**src/rtl/cnn_pkg.sv**
```systemverilog
// Shared types and constants for the CNN post-convolution datapath.
//   pool_state_t : control states of the bias/ReLU/max-pool stage
//   DATA_W_DEF   : default pixel/bias width
//   MAX_OF_DEF   : default maximum number of output channels
//   QUANT_MAX    : saturation ceiling of the optional requantizer
package cnn_pkg;

   localparam int unsigned DATA_W_DEF = 32;
   localparam int unsigned MAX_OF_DEF = 8;
   localparam int unsigned QUANT_MAX  = 127;

   typedef enum logic [2:0] {
      IDLE     = 3'd0,
      EVEN_ROW = 3'd1,
      ODD_ROW  = 3'd2,
      FLUSH    = 3'd3,
      FIN      = 3'd4
   } pool_state_t;

endpackage : cnn_pkg

```
**src/rtl/pool_row_buffer.sv**
```systemverilog
// Row buffer holding the horizontal pair maxima of the current even row.
//   clk, rst_n       : clock, asynchronous active-low reset (clears valid flags)
//   wr_en/addr/data  : synchronous write port
//   rd_addr/rd_data  : combinational read port; unwritten entries read as 0
module pool_row_buffer #(
   parameter int unsigned DATA_W = 32,
   parameter int unsigned DEPTH  = 32,
   parameter int unsigned AW     = 5
) (
   input  logic              clk,
   input  logic              rst_n,
   input  logic              wr_en,
   input  logic [AW-1:0]     wr_addr,
   input  logic [DATA_W-1:0] wr_data,
   input  logic [AW-1:0]     rd_addr,
   output logic [DATA_W-1:0] rd_data
);

   logic [DATA_W-1:0] mem_q [DEPTH];
   logic [DEPTH-1:0]  vld_q;
   logic [DEPTH-1:0]  vld_d;

   // Valid flag set on first write of an entry
   always_comb begin
      vld_d = vld_q;
      if (wr_en) vld_d[wr_addr] = 1'b1;
   end

   always_ff @(posedge clk or negedge rst_n) begin
      if (!rst_n) vld_q <= '0;
      else        vld_q <= vld_d;
   end

   // Storage array, no reset needed
   always_ff @(posedge clk) begin
      if (wr_en) mem_q[wr_addr] <= wr_data;
   end

   assign rd_data = vld_q[rd_addr] ? mem_q[rd_addr] : '0;

endmodule : pool_row_buffer

```
**src/rtl/conv_pool_stage.sv**
```systemverilog
// Bias + ReLU + 2x2 stride-2 max pooling on a channel/row/column pixel stream.
//   clk, rst_n          : clock, asynchronous active-low reset
//   start, cfg_*, bias  : job launch and configuration (latched on start)
//   quant_shift         : requantization shift (CONV_POOL_QUANT_EN builds only)
//   in_valid/ready/data : conv pixel stream in
//   out_valid/ready/data/last : pooled pixel stream out
//   busy, done, cfg_err : job status
// Build option: define CONV_POOL_QUANT_EN to shift and saturate pooled values to 0..127.
module conv_pool_stage
   import cnn_pkg::*;
#(
   parameter int unsigned DATA_W = DATA_W_DEF,
   parameter int unsigned MAX_W  = 64,
   parameter int unsigned MAX_OF = MAX_OF_DEF
) (
   input  logic                           clk,
   input  logic                           rst_n,
   input  logic                           start,
   input  logic [7:0]                     cfg_w,
   input  logic [7:0]                     cfg_h,
   input  logic [7:0]                     cfg_nof,
   input  logic [MAX_OF-1:0][DATA_W-1:0]  bias,
   input  logic [4:0]                     quant_shift,
   input  logic                           in_valid,
   output logic                           in_ready,
   input  logic signed [DATA_W-1:0]       in_data,
   output logic                           out_valid,
   input  logic                           out_ready,
   output logic [DATA_W-1:0]              out_data,
   output logic                           out_last,
   output logic                           busy,
   output logic                           done,
   output logic                           cfg_err
);

   localparam int unsigned DEPTH = MAX_W / 2;
   localparam int unsigned AW    = (DEPTH > 1) ? $clog2(DEPTH) : 1;
   localparam int unsigned CHW   = (MAX_OF > 1) ? $clog2(MAX_OF) : 1;

   pool_state_t state_q, state_d;

   logic [7:0]                    w_q, w_d, h_q, h_d, nof_q, nof_d;
   logic [MAX_OF-1:0][DATA_W-1:0] bias_q, bias_d;
   logic [7:0]                    col_q, col_d, row_q, row_d, ch_q, ch_d;
   logic signed [DATA_W-1:0]      pair_q, pair_d;
   logic                          out_valid_q, out_valid_d;
   logic                          out_last_q, out_last_d;
   logic [DATA_W-1:0]             out_data_q, out_data_d;
   logic                          busy_q, busy_d, done_q, done_d, cfg_err_q, cfg_err_d;

   logic                          cfg_ok_c, start_c, in_hs_c, out_hs_c;
   logic                          col_last_c, row_last_c, ch_last_c;
   logic signed [DATA_W-1:0]      sum_c, v_c, pair_max_c, rb_rd_c, pool_c, result_c;
   logic                          rb_we_c;
   logic [AW-1:0]                 rb_addr_c;

   // Configuration legality
   assign cfg_ok_c = !cfg_w[0] && (cfg_w != 8'd0) && (32'(cfg_w) <= MAX_W) &&
                     !cfg_h[0] && (cfg_h != 8'd0) &&
                     (cfg_nof != 8'd0) && (32'(cfg_nof) <= MAX_OF);

   assign start_c    = (state_q == IDLE) && start;
   assign in_ready   = busy_q && ((state_q == EVEN_ROW) || (state_q == ODD_ROW)) &&
                       !(out_valid_q && !out_ready);
   assign in_hs_c    = in_valid && in_ready;
   assign out_hs_c   = out_valid_q && out_ready;
   assign col_last_c = (col_q == w_q - 8'd1);
   assign row_last_c = (row_q == h_q - 8'd1);
   assign ch_last_c  = (ch_q == nof_q - 8'd1);

   // Bias add wraps at DATA_W; ReLU clamps negatives so every pooled operand is >= 0
   assign sum_c      = in_data + $signed(bias_q[CHW'(ch_q)]);
   assign v_c        = sum_c[DATA_W-1] ? '0 : sum_c;
   assign pair_max_c = (v_c > pair_q) ? v_c : pair_q;
   assign pool_c     = (rb_rd_c > pair_max_c) ? rb_rd_c : pair_max_c;
   assign rb_addr_c  = AW'(col_q >> 1);

`ifdef CONV_POOL_QUANT_EN
   logic [4:0]               shift_q, shift_d;
   logic signed [DATA_W-1:0] shifted_c;

   assign shift_d   = start_c && cfg_ok_c ? quant_shift : shift_q;
   assign shifted_c = pool_c >>> shift_q;
   assign result_c  = (shifted_c > $signed(DATA_W'(QUANT_MAX))) ?
                      $signed(DATA_W'(QUANT_MAX)) : shifted_c;

   always_ff @(posedge clk or negedge rst_n) begin
      if (!rst_n) shift_q <= '0;
      else        shift_q <= shift_d;
   end
`else
   logic unused_quant;
   assign unused_quant = ^quant_shift;
   assign result_c     = pool_c;
`endif

   pool_row_buffer #(
      .DATA_W (DATA_W),
      .DEPTH  (DEPTH),
      .AW     (AW)
   ) u_row_buf (
      .clk     (clk),
      .rst_n   (rst_n),
      .wr_en   (rb_we_c),
      .wr_addr (rb_addr_c),
      .wr_data (pair_max_c),
      .rd_addr (rb_addr_c),
      .rd_data (rb_rd_c)
   );

   // State register
   always_ff @(posedge clk or negedge rst_n) begin
      if (!rst_n) state_q <= IDLE;
      else        state_q <= state_d;
   end

   // Next-state logic
   always_comb begin
      state_d = state_q;
      case (state_q)
         IDLE:     if (start) state_d = cfg_ok_c ? EVEN_ROW : FIN;
         EVEN_ROW: if (in_hs_c && col_last_c) state_d = ODD_ROW;
         ODD_ROW:  if (in_hs_c && col_last_c)
                      state_d = (row_last_c && ch_last_c) ? FLUSH : EVEN_ROW;
         FLUSH:    if (out_hs_c) state_d = FIN;
         FIN:      state_d = IDLE;
         default:  state_d = IDLE;
      endcase
   end

   // Status outputs; done/cfg_err land in the cycle the FSM sits in FIN
   always_comb begin
      busy_d    = (state_d == EVEN_ROW) || (state_d == ODD_ROW) || (state_d == FLUSH);
      done_d    = (state_d == FIN);
      cfg_err_d = start_c && !cfg_ok_c;
   end

   // Datapath: config latch, counters, pair register and output register
   always_comb begin
      w_d         = w_q;
      h_d         = h_q;
      nof_d       = nof_q;
      bias_d      = bias_q;
      col_d       = col_q;
      row_d       = row_q;
      ch_d        = ch_q;
      pair_d      = pair_q;
      out_valid_d = out_valid_q;
      out_data_d  = out_data_q;
      out_last_d  = out_last_q;
      rb_we_c     = 1'b0;

      if (start_c && cfg_ok_c) begin
         w_d    = cfg_w;
         h_d    = cfg_h;
         nof_d  = cfg_nof;
         bias_d = bias;
         col_d  = '0;
         row_d  = '0;
         ch_d   = '0;
         pair_d = '0;
      end

      if (out_hs_c) begin
         out_valid_d = 1'b0;
         out_data_d  = '0;
         out_last_d  = 1'b0;
      end

      // A new emit overrides the clear so back-to-back outputs keep out_valid high
      if (in_hs_c) begin
         if (!col_q[0]) begin
            pair_d = v_c;
         end else if (state_q == ODD_ROW) begin
            out_valid_d = 1'b1;
            out_data_d  = result_c;
            out_last_d  = ch_last_c && row_last_c && col_last_c;
         end else begin
            rb_we_c = 1'b1;
         end

         if (col_last_c) begin
            col_d = '0;
            if (row_last_c) begin
               row_d = '0;
               ch_d  = ch_last_c ? 8'd0 : ch_q + 8'd1;
            end else begin
               row_d = row_q + 8'd1;
            end
         end else begin
            col_d = col_q + 8'd1;
         end
      end
   end

   always_ff @(posedge clk or negedge rst_n) begin
      if (!rst_n) begin
         w_q         <= '0;
         h_q         <= '0;
         nof_q       <= '0;
         bias_q      <= '0;
         col_q       <= '0;
         row_q       <= '0;
         ch_q        <= '0;
         pair_q      <= '0;
         out_valid_q <= 1'b0;
         out_data_q  <= '0;
         out_last_q  <= 1'b0;
         busy_q      <= 1'b0;
         done_q      <= 1'b0;
         cfg_err_q   <= 1'b0;
      end else begin
         w_q         <= w_d;
         h_q         <= h_d;
         nof_q       <= nof_d;
         bias_q      <= bias_d;
         col_q       <= col_d;
         row_q       <= row_d;
         ch_q        <= ch_d;
         pair_q      <= pair_d;
         out_valid_q <= out_valid_d;
         out_data_q  <= out_data_d;
         out_last_q  <= out_last_d;
         busy_q      <= busy_d;
         done_q      <= done_d;
         cfg_err_q   <= cfg_err_d;
      end
   end

   assign out_valid = out_valid_q;
   assign out_data  = out_data_q;
   assign out_last  = out_last_q;
   assign busy      = busy_q;
   assign done      = done_q;
   assign cfg_err   = cfg_err_q;

endmodule : conv_pool_stage

```
**config.mk**
```make
export PLATFORM = sky130hd
export DESIGN_NAME = conv_pool_stage
export DESIGN_NICKNAME = d
export VERILOG_FILES = /design/src/rtl/cnn_pkg.sv /design/src/rtl/pool_row_buffer.sv /design/src/rtl/conv_pool_stage.sv
export SDC_FILE = /design/constraint.sdc
export NUM_CORES = 2
export LEC_CHECK = 0
export ABC_AREA = 1
export CORE_UTILIZATION = 60
export DETAILED_ROUTE_END_ITERATION = 8
export MAX_ROUTING_LAYER = met4
export PLACE_DENSITY = 0.8
export SETUP_SLACK_MARGIN = 0.05
export SYNTH_ARGS = -nofsm -noshare
export SYNTH_HDL_FRONTEND = slang
export SYNTH_SLANG_ARGS = --single-unit
```
**constraint.sdc**
```tcl
create_clock -name clk -period 8.5 [get_ports clk]
set_input_delay 1.7 -clock clk [delete_from_list [all_inputs] [get_ports clk]]
set_output_delay 1.7 -clock clk [all_outputs]
set_load 0.01 [all_outputs]
```
==> summary.txt <==
Status
  • Outcome: complete, no violations

Critical path
  • Most used cell, CP: nand2_1
  • Worst Path Required: 9140 ps
  • Worst path arrival time: 8550 ps
  • Crit. End Element: register
  • CP max stage cell: dfrtp_2
  • WS Path Type: register to register
  • Startpoint types: register
  • CP max stage delay: 480 ps
  • Worst-path fanout max: 32

GRT
  • Number of global-route vias before repair: 48,680
  • First-pass GRT wire length: 286,800 um
  • Grt total ovfl: 0
  • Largest net degree at the start of global routing: 142
  • GR Util All Layers: 36.31%
  • Initial antenna violation count: 23

Placement
  • DPL Wire Length: 116,300 um
  • Global placer's final weighted congestion: 0.9714
  • IO Port Bufs: 354

Die
  • Num ports: 360
  • Cell row count: 120
  • Initial Utilization: 60.53%
  • Die Height: 330.6 um
  • Core region area: 0.1071 mm2
  • DIE AREA: 0.1093 mm2
  • Die Width: 330.6 um

Timing
  • Hold_ws: 459.0 ps
  • Clock skew: 35.22 ps
  • Fin crit period: 7906 ps
  • RSZ-0062 raised after global routing: no
  • Fmax: 126.5 MHz
  • Setup TNS: 0 ps
  • Worst Max-Slew Pin Slew: 1324 ps
  • Setup violations, final: 0
  • Final max-slew violation count: 0
  • Final hold vios: 0
  • Slew Limit Headroom: 11.54%
  • Tcrit/Tclk final: 93.01%

Clock tree
  • Root buf cell: clkbuf_16
  • Setup bufs post-CTS: 0
  • Post_cts resized: 0
  • Clock Latency Late Sink: 780 ps
  • Clk buf depth: 3
  • CTS Buf Count: 143
  • Clock sink total: 1,432
  • Worst-path clk slew: 60 ps
  • CTS tree: yes
  • CTS Hold Bufs: 0
  • Max H-tree Level: 4

Finish
  • Ratio of cells with drive above 1 in the final layout: 6.178%
  • Final net count: 7,705
  • Util after Layout: 70.34%
  • Synthesis-to-layout area growth: 16.20%

Power and ir drop
  • Net Sw Power: 8.047 mW
  • Logic pwr share: 31.5%
  • Sw frac: 35.77%
  • Internal: 14.45 mW
  • PD cells: 298.8 mW/mm2
  • Flop pwr share: 38.9%
  • Clock share of power: 29.6%
  • VDD IR max: 309.0 uV
  • Total Power: 22.50 mW
  • Leakage: 33.60 nW

Synthesis
  • Async set or reset register ratio after synthesis: 28.49%
  • Gate Count Post-Synth: 6,947
  • Synth top area cells: edfxtp_1 (47%), nand2_1 (18%), dfrtp_1 (16%)
  • Ys Warns: 0
  • Yosys reg bits: 1,432
  • Yosys top cell area share: 47.45%
  • EDFF count, synth: 1,024
  • Cell variety after synth: 50
  • Commonest cells post-synth: nand2_1 (3,182), edfxtp_1 (1,024), nor2_1 (448)
  • Mapped Area: 0.06480 mm2
  • Area leader, netlist: edfxtp_1
  • Synthesized area per cell: 9.328 um2
  • Sequential share of the synthesized area: 63.21%
  • Most common cell in the netlist: nand2_1
  • Main synth FF type: edfxtp_1

Routing
  • Via count: 51,230
  • 1st-pass router iterations: 6
  • Total Wirelength: 194,100 um
  • Drt via density: 5.805
  • Initial DRC Count: 6,623
  • Post-DRT Antenna Nets: 0
  • Routed wire per std cell: 21.99 um
  • DRC viols: 0

Job
  • Max Cap Viol: 0

Worst hold path
  • HP Class: register to register
kinds of logic after synthesis:
| logic type | count (synthesis) | synth area share [%] |
|---|---|---|
| AO/OA/AOI/OAI | 587 | 4.885 |
| XOR/XNOR | 50 | 0.7183 |
| adder cells (fa/ha/maj) | 101 | 1.962 |
| buffers and inverters | 708 | 4.416 |
| flip-flops | 1432 | 63.21 |
| other | 2 | 0.01159 |
| AND/OR/NAND/NOR | 4067 | 24.80 |
path summary, 6_finish.rpt:
path,start,end,slack [ps],cells past startpoint
max in group asynchronous,rst_n,bias_q[246],5990,2
min,u_row_buf.vld_q[16],u_row_buf.vld_q[16],460,2
max,ch_q[1],out_data[20],590,45
min in group asynchronous,rst_n,row_q[7],950,1
min reg2reg,u_row_buf.vld_q[16],u_row_buf.vld_q[16],460,2
max reg2reg,ch_q[1],out_data[20],590,45
metrics by stage:
stage               instance area [um2]  setup slack, ps  instances
finish                            75300            594.3       8825
global route                      75290            78.14       8822
CTS                               75190            446.0       8799
detailed placement                70240            161.5       8539
global placement                  70240            247.2       8539
floorplan                         64920             1805       6978
worst max-delay path: cells and delay by family (launching register included):
family | cells | cell delay, ps
adders and majority gates | 3 | 850
AOI/OAI and AO/OA | 7 | 1300
and+or+nand+nor | 27 | 3170
DFF | 1 | 480
buffers and inverters | 8 | 1950
state kept, by name, summed over array words and instances (netlist names):
name,cells
h_q,8
col_q,8
out_last,1
out_valid,1
state_q,3
u_row_buf.mem_q,1024
done,1
cfg_err,1
nof_q,8
u_row_buf.vld_q,32
bias_q,256
ch_q,8
out_data,32
busy,1
pair_q,32
row_q,8
w_q,8
layout make-up:
class,count,area (um2)
Tap cell,1403,1755
Clock buffer,178,3855
Inverter,385,1478
Multi-Input combinational cell,4839,21430
Timing Repair Buffer,481,4647
Clock inverter,82,1094
Sequential cell,1432,40970
Fill cell,7612,31760
Antenna cell,25,62.56
layout by cell type, fill, tap and decap left out, drive strengths merged, types with 2 or more instances in the layout:
| cell type | count |
|---|---|
| nand3 | 293 |
| xor2 | 27 |
| a21oi | 177 |
| nor3b | 2 |
| xnor2 | 21 |
| o21bai | 3 |
| clkbuf | 178 |
| clkinv | 51 |
| inv | 387 |
| dfrtp | 408 |
| o32ai | 14 |
| buf | 128 |
| o31ai | 2 |
| nor4 | 3 |
| o22ai | 41 |
| diode | 25 |
| clkinvlp | 6 |
| xnor3 | 2 |
| ha | 100 |
| nand2 | 3189 |
| nor3 | 20 |
| nand3b | 12 |
| o21ai | 292 |
| a22oi | 16 |
| bufinv | 23 |
| conb | 33 |
| edfxtp | 1024 |
| nand4 | 54 |
| a21o | 4 |
| a31oi | 31 |
| o21a | 4 |
| nor2 | 465 |
| or2 | 29 |
| clkdlybuf4s50 | 353 |
layer usage:
layer	vias to the layer above	global-route usage [%]	part of all wire, %
met4	0	18.94	5.6
met1	24110	45.91	36
li1	23340	-	-
met3	636	6.348	11
met5	-	-	0
met2	3145	56.37	47
power groups by stage:
stage / Clock (mW) / Combinational (mW) / Sequential (mW)
2_1_floorplan: 0 / 4.34 / 8.80
3_3_place_gp: 0 / 6.64 / 8.87
3_5_place_dp: 0 / 6.84 / 8.88
4_1_cts: 6.68 / 6.92 / 8.74
5_1_grt: 6.95 / 7.73 / 8.76
6_report: 6.66 / 7.09 / 8.74
(Power assumes the default switching activity.)
